===== src/rtl/dual_fetch_unit.sv =====
// rtl/dual_fetch_unit.sv - dual-issue fetch front end: PC generation, imem handshake, pair FIFO
// Issues one pair request at a time and presents the buffered head pair to IF/ID.
module dual_fetch_unit #(
   parameter int          DEPTH    = 4,
   parameter logic [7:0]  RESET_PC = 8'h00
) (
   input  logic                     clk,
   input  logic                     reset,
   input  logic                     stall,
   input  logic                     redirect,
   input  logic [7:0]               redirect_pc,
   output logic                     imem_req,
   output logic [7:0]               imem_addr,
   input  logic                     imem_ready,
   input  logic                     imem_rvalid,
   input  logic [31:0]              imem_rdata1,
   input  logic [31:0]              imem_rdata2,
   output logic [7:0]               pc_out,
   output logic [31:0]              instruction1,
   output logic [31:0]              instruction2,
   output logic                     fetch_valid,
   output logic [$clog2(DEPTH):0]   buf_count
);

   localparam int AW = $clog2(DEPTH);
   localparam int CW = AW + 1;

   typedef enum logic [1:0] {
      S_IDLE    = 2'd0,
      S_WAIT    = 2'd1,
      S_DISCARD = 2'd2
   } state_t;

   state_t          r_state;
   state_t          w_next;
   logic [7:0]      r_fetch_pc;
   logic [7:0]      r_req_pc;
   logic [7:0]      r_pc_mem [DEPTH];
   logic [31:0]     r_i1_mem [DEPTH];
   logic [31:0]     r_i2_mem [DEPTH];
   logic [AW-1:0]   r_rd_ptr;
   logic [AW-1:0]   r_wr_ptr;
   logic [CW-1:0]   r_count;
   logic            w_has_room;
   logic            w_issue;
   logic            w_push;
   logic            w_pop;

   assign w_has_room = (r_count < CW'(DEPTH));
   assign w_issue    = imem_req && imem_ready;
   assign w_pop      = fetch_valid && !stall && !redirect;

   always_ff @(posedge clk) begin
      if (reset) begin
         r_state <= S_IDLE;
      end else begin
         r_state <= w_next;
      end
   end

   // A response that coincides with a redirect belongs to the old path and is dropped.
   always_comb begin
      w_next   = r_state;
      imem_req = 1'b0;
      w_push   = 1'b0;
      case (r_state)
         S_IDLE: begin
            imem_req = w_has_room && !redirect && !reset;
            if (imem_req && imem_ready) begin
               w_next = S_WAIT;
            end
         end
         S_WAIT: begin
            if (imem_rvalid) begin
               w_push = !redirect;
               w_next = S_IDLE;
            end else if (redirect) begin
               w_next = S_DISCARD;
            end
         end
         S_DISCARD: begin
            if (imem_rvalid) begin
               w_next = S_IDLE;
            end
         end
         default: w_next = S_IDLE;
      endcase
   end

   always_ff @(posedge clk) begin
      if (reset) begin
         r_fetch_pc <= RESET_PC;
         r_req_pc   <= 8'h00;
      end else if (redirect) begin
         r_fetch_pc <= redirect_pc;
      end else if (w_issue) begin
         r_req_pc   <= r_fetch_pc;
         r_fetch_pc <= r_fetch_pc + 8'd2;
      end
   end

   // DEPTH is a power of two, so the pointers wrap on their own width.
   always_ff @(posedge clk) begin
      if (reset || redirect) begin
         r_rd_ptr <= '0;
         r_wr_ptr <= '0;
         r_count  <= '0;
      end else begin
         if (w_push) begin
            r_pc_mem[r_wr_ptr] <= r_req_pc;
            r_i1_mem[r_wr_ptr] <= imem_rdata1;
            r_i2_mem[r_wr_ptr] <= imem_rdata2;
            r_wr_ptr           <= r_wr_ptr + AW'(1);
         end
         if (w_pop) begin
            r_rd_ptr <= r_rd_ptr + AW'(1);
         end
         case ({w_push, w_pop})
            2'b10:   r_count <= r_count + CW'(1);
            2'b01:   r_count <= r_count - CW'(1);
            default: r_count <= r_count;
         endcase
      end
   end

   assign imem_addr    = r_fetch_pc;
   assign fetch_valid  = (r_count != '0);
   assign buf_count    = r_count;
   assign pc_out       = fetch_valid ? r_pc_mem[r_rd_ptr] : 8'h00;
   assign instruction1 = fetch_valid ? r_i1_mem[r_rd_ptr] : 32'h0;
   assign instruction2 = fetch_valid ? r_i2_mem[r_rd_ptr] : 32'h0;

endmodule


===== config.mk =====
export PLATFORM = sky130hd
export DESIGN_NAME = dual_fetch_unit
export DESIGN_NICKNAME = d
export VERILOG_FILES = /design/src/rtl/dual_fetch_unit.sv
export SDC_FILE = /design/constraint.sdc
export NUM_CORES = 1
export LEC_CHECK = 0
export CAP_MARGIN = 20
export CORE_MARGIN = 2
export CORE_UTILIZATION = 59
export CTS_BUF_LIST = sky130_fd_sc_hd__clkbuf_2 sky130_fd_sc_hd__clkbuf_4 sky130_fd_sc_hd__clkbuf_8
export DETAILED_ROUTE_END_ITERATION = 7
export GPL_TIMING_DRIVEN = 0
export PLACE_DENSITY = 0.95
export SLEW_MARGIN = 20
export SYNTH_ARGS = -nofsm -noshare
export SYNTH_HDL_FRONTEND = slang
export SYNTH_SLANG_ARGS = --single-unit

===== constraint.sdc =====
create_clock -name clk -period 8.5 [get_ports clk]
set_clock_uncertainty 0.05 [all_clocks]
set_input_delay 1.7 -clock clk [delete_from_list [all_inputs] [get_ports clk]]
set_output_delay 1.7 -clock clk [all_outputs]
set_load 0.05 [all_outputs]

==> flow_metrics.env, run 1 <==
export IMPL_status="finished, final reports clean"
export IMPL_post_drt_via_cell_ratio=5.66
export IMPL_cts_resized=0
export IMPL_synthArstFlopShare_pct=0
export IMPL_syn_avg_cell_area_um2=19.9
export IMPL_slew_viol_final=0
export IMPL_setup_viol_count_final=0
export IMPL_drive_gt1_share_pct=19.6
export IMPL_pin_count=163
export IMPL_antenna_found_initial=2
export IMPL_required_ns=6.75
export IMPL_clock_sinks=315
export IMPL_vdd_drop_max_uv=120
export IMPL_synth_nets=696
export IMPL_critPathArrivalTime_ns=4.16
export IMPL_fin_crit_sh_pct=69.5
export IMPL_dr_pass1_iters=4
export IMPL_holdCritStartpoint="imem_addr[0]"
export IMPL_via_count=6443
export IMPL_final_cells=1139
export IMPL_end_kind="output port"
export IMPL_nets=913
export IMPL_synth_flop_cell="edfxtp_1"
export IMPL_gp_congestion=0.802
export IMPL_clk_latency_ns=0.54
export IMPL_synth_edf_count=288
export IMPL_start_util_pct=60.0
export IMPL_cts_tree="done"
export IMPL_dpl_worst_slack_ns=2.59
export IMPL_grt_total_usage_pct=22.5
export IMPL_portBuffers=162
export IMPL_drc=0
export IMPL_startpoint="redirect"
export IMPL_finalWirelength_mm=24.1
export IMPL_yosys_area_top_type_share_pct=71.2
export IMPL_ys_types=43
export IMPL_rsz0062_at_grt="no"
export IMPL_hold_viol=0
export IMPL_dp_hpwl_mm=15.4
export IMPL_area_growth_pct=25.3
export IMPL_netlist_instances=611
export IMPL_fp_dieW_um=147
export IMPL_fin_ws_ns=2.59
export IMPL_netlist_top_cells_count="288 x edfxtp_1, 76 x and2_1, 72 x mux4_2, 27 x dfxtp_1, 20 x clkbuf_1"
export IMPL_ys_ff_latch=315
export IMPL_hold_class="reg -> reg"
export IMPL_maxSlewHeadroom_pct=53.5
export IMPL_criticalPathCategory="in -> out"
export IMPL_yosysWarnings=0
export IMPL_synthesis_area_mm2=0.0121
export IMPL_fin_setup_tns_ns=0
export IMPL_yosys_area_top_type="edfxtp_1"
export IMPL_rows=52
export IMPL_p_leak_nw=4.85
export IMPL_grt_max_degree=49
export IMPL_cts_setup_buffers=0
export IMPL_cp_start_kind="primary input"
export IMPL_grt_ovfl_total=0
export IMPL_reg2reg_from="r_state[0]"
export IMPL_critical_path_max_fanout=10
export IMPL_hold_buffers=0
export IMPL_power_density_mw_per_mm2=201
export IMPL_ys_seq_area_share_pct=75.6
export IMPL_wl_per_cell_um=21.1
export IMPL_core_area_mm2=0.0202
export IMPL_fmax_ghz=0.169
export IMPL_htree_levels=2
export IMPL_synthTopCellsByArea="edfxtp_1 71%, mux4_2 13%, dfxtp_1 4.4%"
export IMPL_fp_dieH_um=147
export IMPL_cts_root_buf="clkbuf_8"
export IMPL_grt_pass1_wl_mm=37.1
export IMPL_tightest_slew_ns=0.697
export IMPL_grt_pass1_vias=6829
export IMPL_placed_cells=1047
export IMPL_fin_crit_ns=5.91
export IMPL_die_area_mm2=0.0218
export IMPL_drt_first_iter_violations=451
export IMPL_postRouteAntennaNets=0
export IMPL_drv_cap=0
export IMPL_cts_buffers=49
export IMPL_clkTransAtPathRegs_ns=0.06
export IMPL_clock_path_buffers=3
export IMPL_synth_most_common_cell="edfxtp_1"
## critical path, stage by stage
cell,delay [ns]
clkdlybuf4s50_1,0.48
or2_2,0.33
clkbuf_1,0.23
clkbuf_1,0.29
nor4_1,0.26
clkdlybuf4s50_1,0.86
## final cells by class
type                       instances  area [µm²]
inverter                          11        41.3
clock buffer                      72         903
sequential                       315        9190
fill                            1151        5010
buffer                            32         130
timing repair buffer             166        1720
antenna                            1        2.50
multi-input combinational        253        2800
clock inverter                    19         108
tap                              270         338
## metrics by stage
step | hold slack [ns] | power, mW | util, % | instance area [µm²]
final | 0.459 | 3.06 | 75.2 | 15200
after global placement | 0.416 | 1.83 | 69.7 | 14100
after detailed placement | 0.446 | 1.84 | 70.2 | 14200
after global routing | 0.476 | 3.16 | 75.2 | 15200
after floorplan | 0.403 | 1.77 | - | 12100
after CTS | 0.458 | 3.08 | 75.2 | 15200
## cells in the final DEF (no fill, tap or decap), types with 6 or more instances in the layout
cell type	synthesis	routed
inv_1	10	10
clkbuf_1	20	20
mux4_2	72	72
clkdlybuf4s50_1	0	162
nand3_1	11	11
and2_1	76	72
clkbuf_4	0	14
buf_2	8	8
a21oi_1	14	14
o21ai_0	12	12
clkinv_1	0	12
dfxtp_1	27	27
ha_1	6	6
nor2_1	12	12
edfxtp_1	288	288
clkbuf_8	0	58
## cell families after synthesis
family                   count (synthesis)  synth area share [%]
AO/OA/AOI/OAI                           40                  2.04
AND/OR/NAND/NOR                        127                  6.22
adder cells (fa/ha/maj)                  7                 0.783
buffers and inverters                   43                  1.41
multiplexers                            75                  13.6
flip-flops                             315                  75.6
XOR/XNOR                                 4                 0.288
## path summary, 6_finish.rpt
kind,endpoint,slack [ns],cells after the start
hold / removal,r_req_pc[0],0.46,2
setup reg to reg,r_i1_mem[2][19],6.13,4
setup / recovery,imem_req,2.59,6
hold reg to reg,r_req_pc[0],0.46,2
## flip-flops by register name, summed over array words and instances, names as in the netlist, named ones only
register	count
buf_count	3
r_state	2
r_rd_ptr	2
r_i2_mem	128
r_pc_mem	32
imem_addr	8
r_i1_mem	128
r_req_pc	8
r_wr_ptr	2
## metal layers
| layer | vias up | part of all wire [%] | track usage [%] |
|---|---|---|---|
| li1 | 2896 | - | - |
| met1 | 3282 | 39 | 29.0 |
| met2 | 227 | 52 | 38.5 |
| met3 | 36 | 6.8 | 5.83 |
| met4 | 2 | 1.7 | 6.30 |
| met5 | - | 0.054 | 0 |
## report_power, final
group          switching, mW  internal, mW
Sequential           0.00737          1.69
Clock                  0.546         0.711
Combinational         0.0541        0.0502
Total                  0.607          2.46
(Power assumes the default switching activity.)
==> inputs of run 2 (changes only) <==
--- a/config.mk
+++ b/config.mk
@@ -7,11 +7,11 @@
 export LEC_CHECK = 0
 export CAP_MARGIN = 20
 export CORE_MARGIN = 2
-export CORE_UTILIZATION = 59
+export CORE_UTILIZATION = 57
 export CTS_BUF_LIST = sky130_fd_sc_hd__clkbuf_2 sky130_fd_sc_hd__clkbuf_4 sky130_fd_sc_hd__clkbuf_8
 export DETAILED_ROUTE_END_ITERATION = 7
 export GPL_TIMING_DRIVEN = 0
-export PLACE_DENSITY = 0.95
+export PLACE_DENSITY = 0.92
 export SLEW_MARGIN = 20
 export SYNTH_ARGS = -nofsm -noshare
 export SYNTH_HDL_FRONTEND = slang
==> constraint.sdc (replaced) <==
create_clock -name clk -period 5.6 [get_ports clk]
set_clock_uncertainty 0.05 [all_clocks]
set_input_delay 1.12 -clock clk [delete_from_list [all_inputs] [get_ports clk]]
set_output_delay 1.12 -clock clk [all_outputs]
set_load 0.05 [all_outputs]
==> run 2 against run 1 <==
Effect of this change: sequential power is 52% higher; via count is 1.5% higher; critical path depth stayed put; power is 52% higher; worst setup slack worse by 1.8 ns; critical path type unchanged; sequential share of layout area hardly changed; clock power is 52% higher; core utilization is 2.6 points lower; combinational power is 54% higher; final area hardly changed; global-route usage is 0.19 points higher.
==> flow_metrics.env, run 2 (same netlist as run 1, synthesis figures left out) <==
export IMPL_status="finished, final reports clean"
export IMPL_gp_congestion=0.808
export IMPL_grt_pass1_vias=6832
export IMPL_cp_slowest_cell="clkdlybuf4s50_1"
export IMPL_core_area_mm2=0.0210
export IMPL_dp_hpwl_mm=15.5
export IMPL_fin_area_mm2=0.0152
export IMPL_cts_tree="done"
export IMPL_wl_per_cell_um=22.0
export IMPL_area_growth_pct=25.4
export IMPL_hold_class="reg -> reg"
export IMPL_drt_first_iter_violations=517
export IMPL_finalWirelength_mm=25.1
export IMPL_antenna_found_initial=1
export IMPL_fin_crit_sh_pct=85.2
export IMPL_startpoint="redirect"
export IMPL_cts_buffers=49
export IMPL_fp_dieW_um=150
export IMPL_end_kind="output port"
export IMPL_required_ns=4.43
export IMPL_drive_gt1_share_pct=19.5
export IMPL_cts_root_buf="clkbuf_8"
export IMPL_maxSlewHeadroom_pct=55.0
export IMPL_drv_cap=0
export IMPL_die_area_mm2=0.0225
export IMPL_critical_path_max_stage_delay_ns=0.86
export IMPL_cts_setup_buffers=0
export IMPL_fmax_ghz=0.209
export IMPL_fp_dieH_um=150
export IMPL_final_common_cell="edfxtp_1"
export IMPL_nets=913
export IMPL_critPathArrivalTime_ns=3.60
export IMPL_netSwitchingFraction_pct=19.9
export IMPL_rows=53
export IMPL_slew_viol_final=0
export IMPL_hold_buffers=0
export IMPL_power_density_mw_per_mm2=306
export IMPL_portBuffers=162
export IMPL_holdCritStartpoint="r_req_pc[6]"
export IMPL_drc=0
export IMPL_critical_path_buf_inv_count=4
export IMPL_path_cells="clkdlybuf4s50_1, or2_2, clkbuf_1, clkbuf_1, nor4_1, clkdlybuf4s50_1"
export IMPL_grt_ovfl_total=0
export IMPL_critical_path_max_fanout=10
export IMPL_cp_top_family="buffers and inverters"
export IMPL_fin_ws_ns=0.826
export IMPL_pin_count=163
export IMPL_tightest_slew_ns=0.675
export IMPL_clk_latency_ns=0.55
export IMPL_clkTransAtPathRegs_ns=0.06
export IMPL_criticalPathCategory="in -> out"
export IMPL_setup_viol_count_final=0
export IMPL_p_comb_share_pct=3.4
export IMPL_grt_max_degree=50
export IMPL_cts_resized=0
export IMPL_mostFrequentLayoutCells="288 x edfxtp_1, 162 x clkdlybuf4s50_1, 72 x mux4_2, 72 x and2_1, 57 x clkbuf_8"
export IMPL_via_count=6542
export IMPL_clock_path_buffers=3
export IMPL_start_util_pct=58.0
export IMPL_dpl_worst_slack_ns=0.861
export IMPL_grt_total_usage_pct=22.7
export IMPL_rsz0062_at_grt="no"
export IMPL_vdd_drop_max_uv=175
export IMPL_p_int_mw=3.73
export IMPL_placed_area_mm2=0.0142
export IMPL_seqPwrFrac_pct=55.5
export IMPL_reg2reg_from="r_state[0]"
export IMPL_clkPwrFrac_pct=41.1
export IMPL_antenna_cells=0
export IMPL_fin_crit_ns=4.77
export IMPL_clock_sinks=315
export IMPL_hold_viol=0
export IMPL_dr_pass1_iters=4
export IMPL_post_drt_via_cell_ratio=5.74
export IMPL_cp_start_kind="primary input"
export IMPL_reg_top3="r_i1_mem: 128 flops, r_i2_mem: 128 flops, r_pc_mem: 32 flops"
export IMPL_fin_hold_ws_ns=0.462
export IMPL_postRouteAntennaNets=0
export IMPL_grt_pass1_wl_mm=38.0
export IMPL_htree_levels=2
export IMPL_net_switching_power_uw=928
export IMPL_p_leak_nw=4.84
## run 2: cell types whose count changed in the layout (fill, tap and decap cells not counted), moves of 2 or more
cell,before,now
buf_12,2,0
buf_16,2,4
clkbuf_4,14,17
clkinv_1,12,10
clkinv_2,5,1
## run 2: power groups by stage
stage	clock (mW)	sequential (mW)	combinational, mW
2_1_floorplan	0	2.64	0.0445
3_3_place_gp	0	2.63	0.151
3_5_place_dp	0	2.63	0.158
4_1_cts	1.94	2.58	0.160
5_1_grt	2.04	2.58	0.170
6_report	1.91	2.58	0.160
## run 2: worst paths after layout
check / endpoint / slack, ns / depth (start not counted)
hold reg to reg: r_pc_mem[3][6] / 0.46 / 0
hold / removal: r_pc_mem[3][6] / 0.46 / 0
setup / recovery: imem_req / 0.83 / 6
setup reg to reg: r_i1_mem[0][2] / 3.35 / 4
## run 2: layer usage
layer	wire, µm	vias up	share of wire (%)	global-route usage [%]
met4	397	0	1.6	5.85
met3	1990	38	7.9	6.28
met5	0	-	0	0
met1	9930	3350	40	29.9
met2	12800	268	51	37.7
li1	-	2886	-	-
## run 2: metrics by stage
stage                     TNS [ns]  util [%]  power (mW)  std cells
after CTS                        0      72.7        4.68       1140
final                            0      72.7        4.66       1140
after detailed placement         0      67.9        2.79       1052
after global routing             0      72.7        4.80       1140
after floorplan                  0         -        2.69        611
after global placement      -41.58      67.3        2.78       1048
## run 2: cell type report
cell class	instances	area, µm²
inverters	11	41.3
clock inverters	14	87.6
well taps	275	344
plain buffers	32	130
multi-input cells	253	2800
flip-flops and latches	315	9190
repair buffers	166	1730
clock buffers	74	912
fillers	1270	5720
## run 2: worst reg2reg max path, cell delays in order (launching register included)
cell	delay [ns]
dfxtp_1	0.46
nand3b_1	0.22
nor2_1	0.31
and2_4	0.54
buf_16	0.31
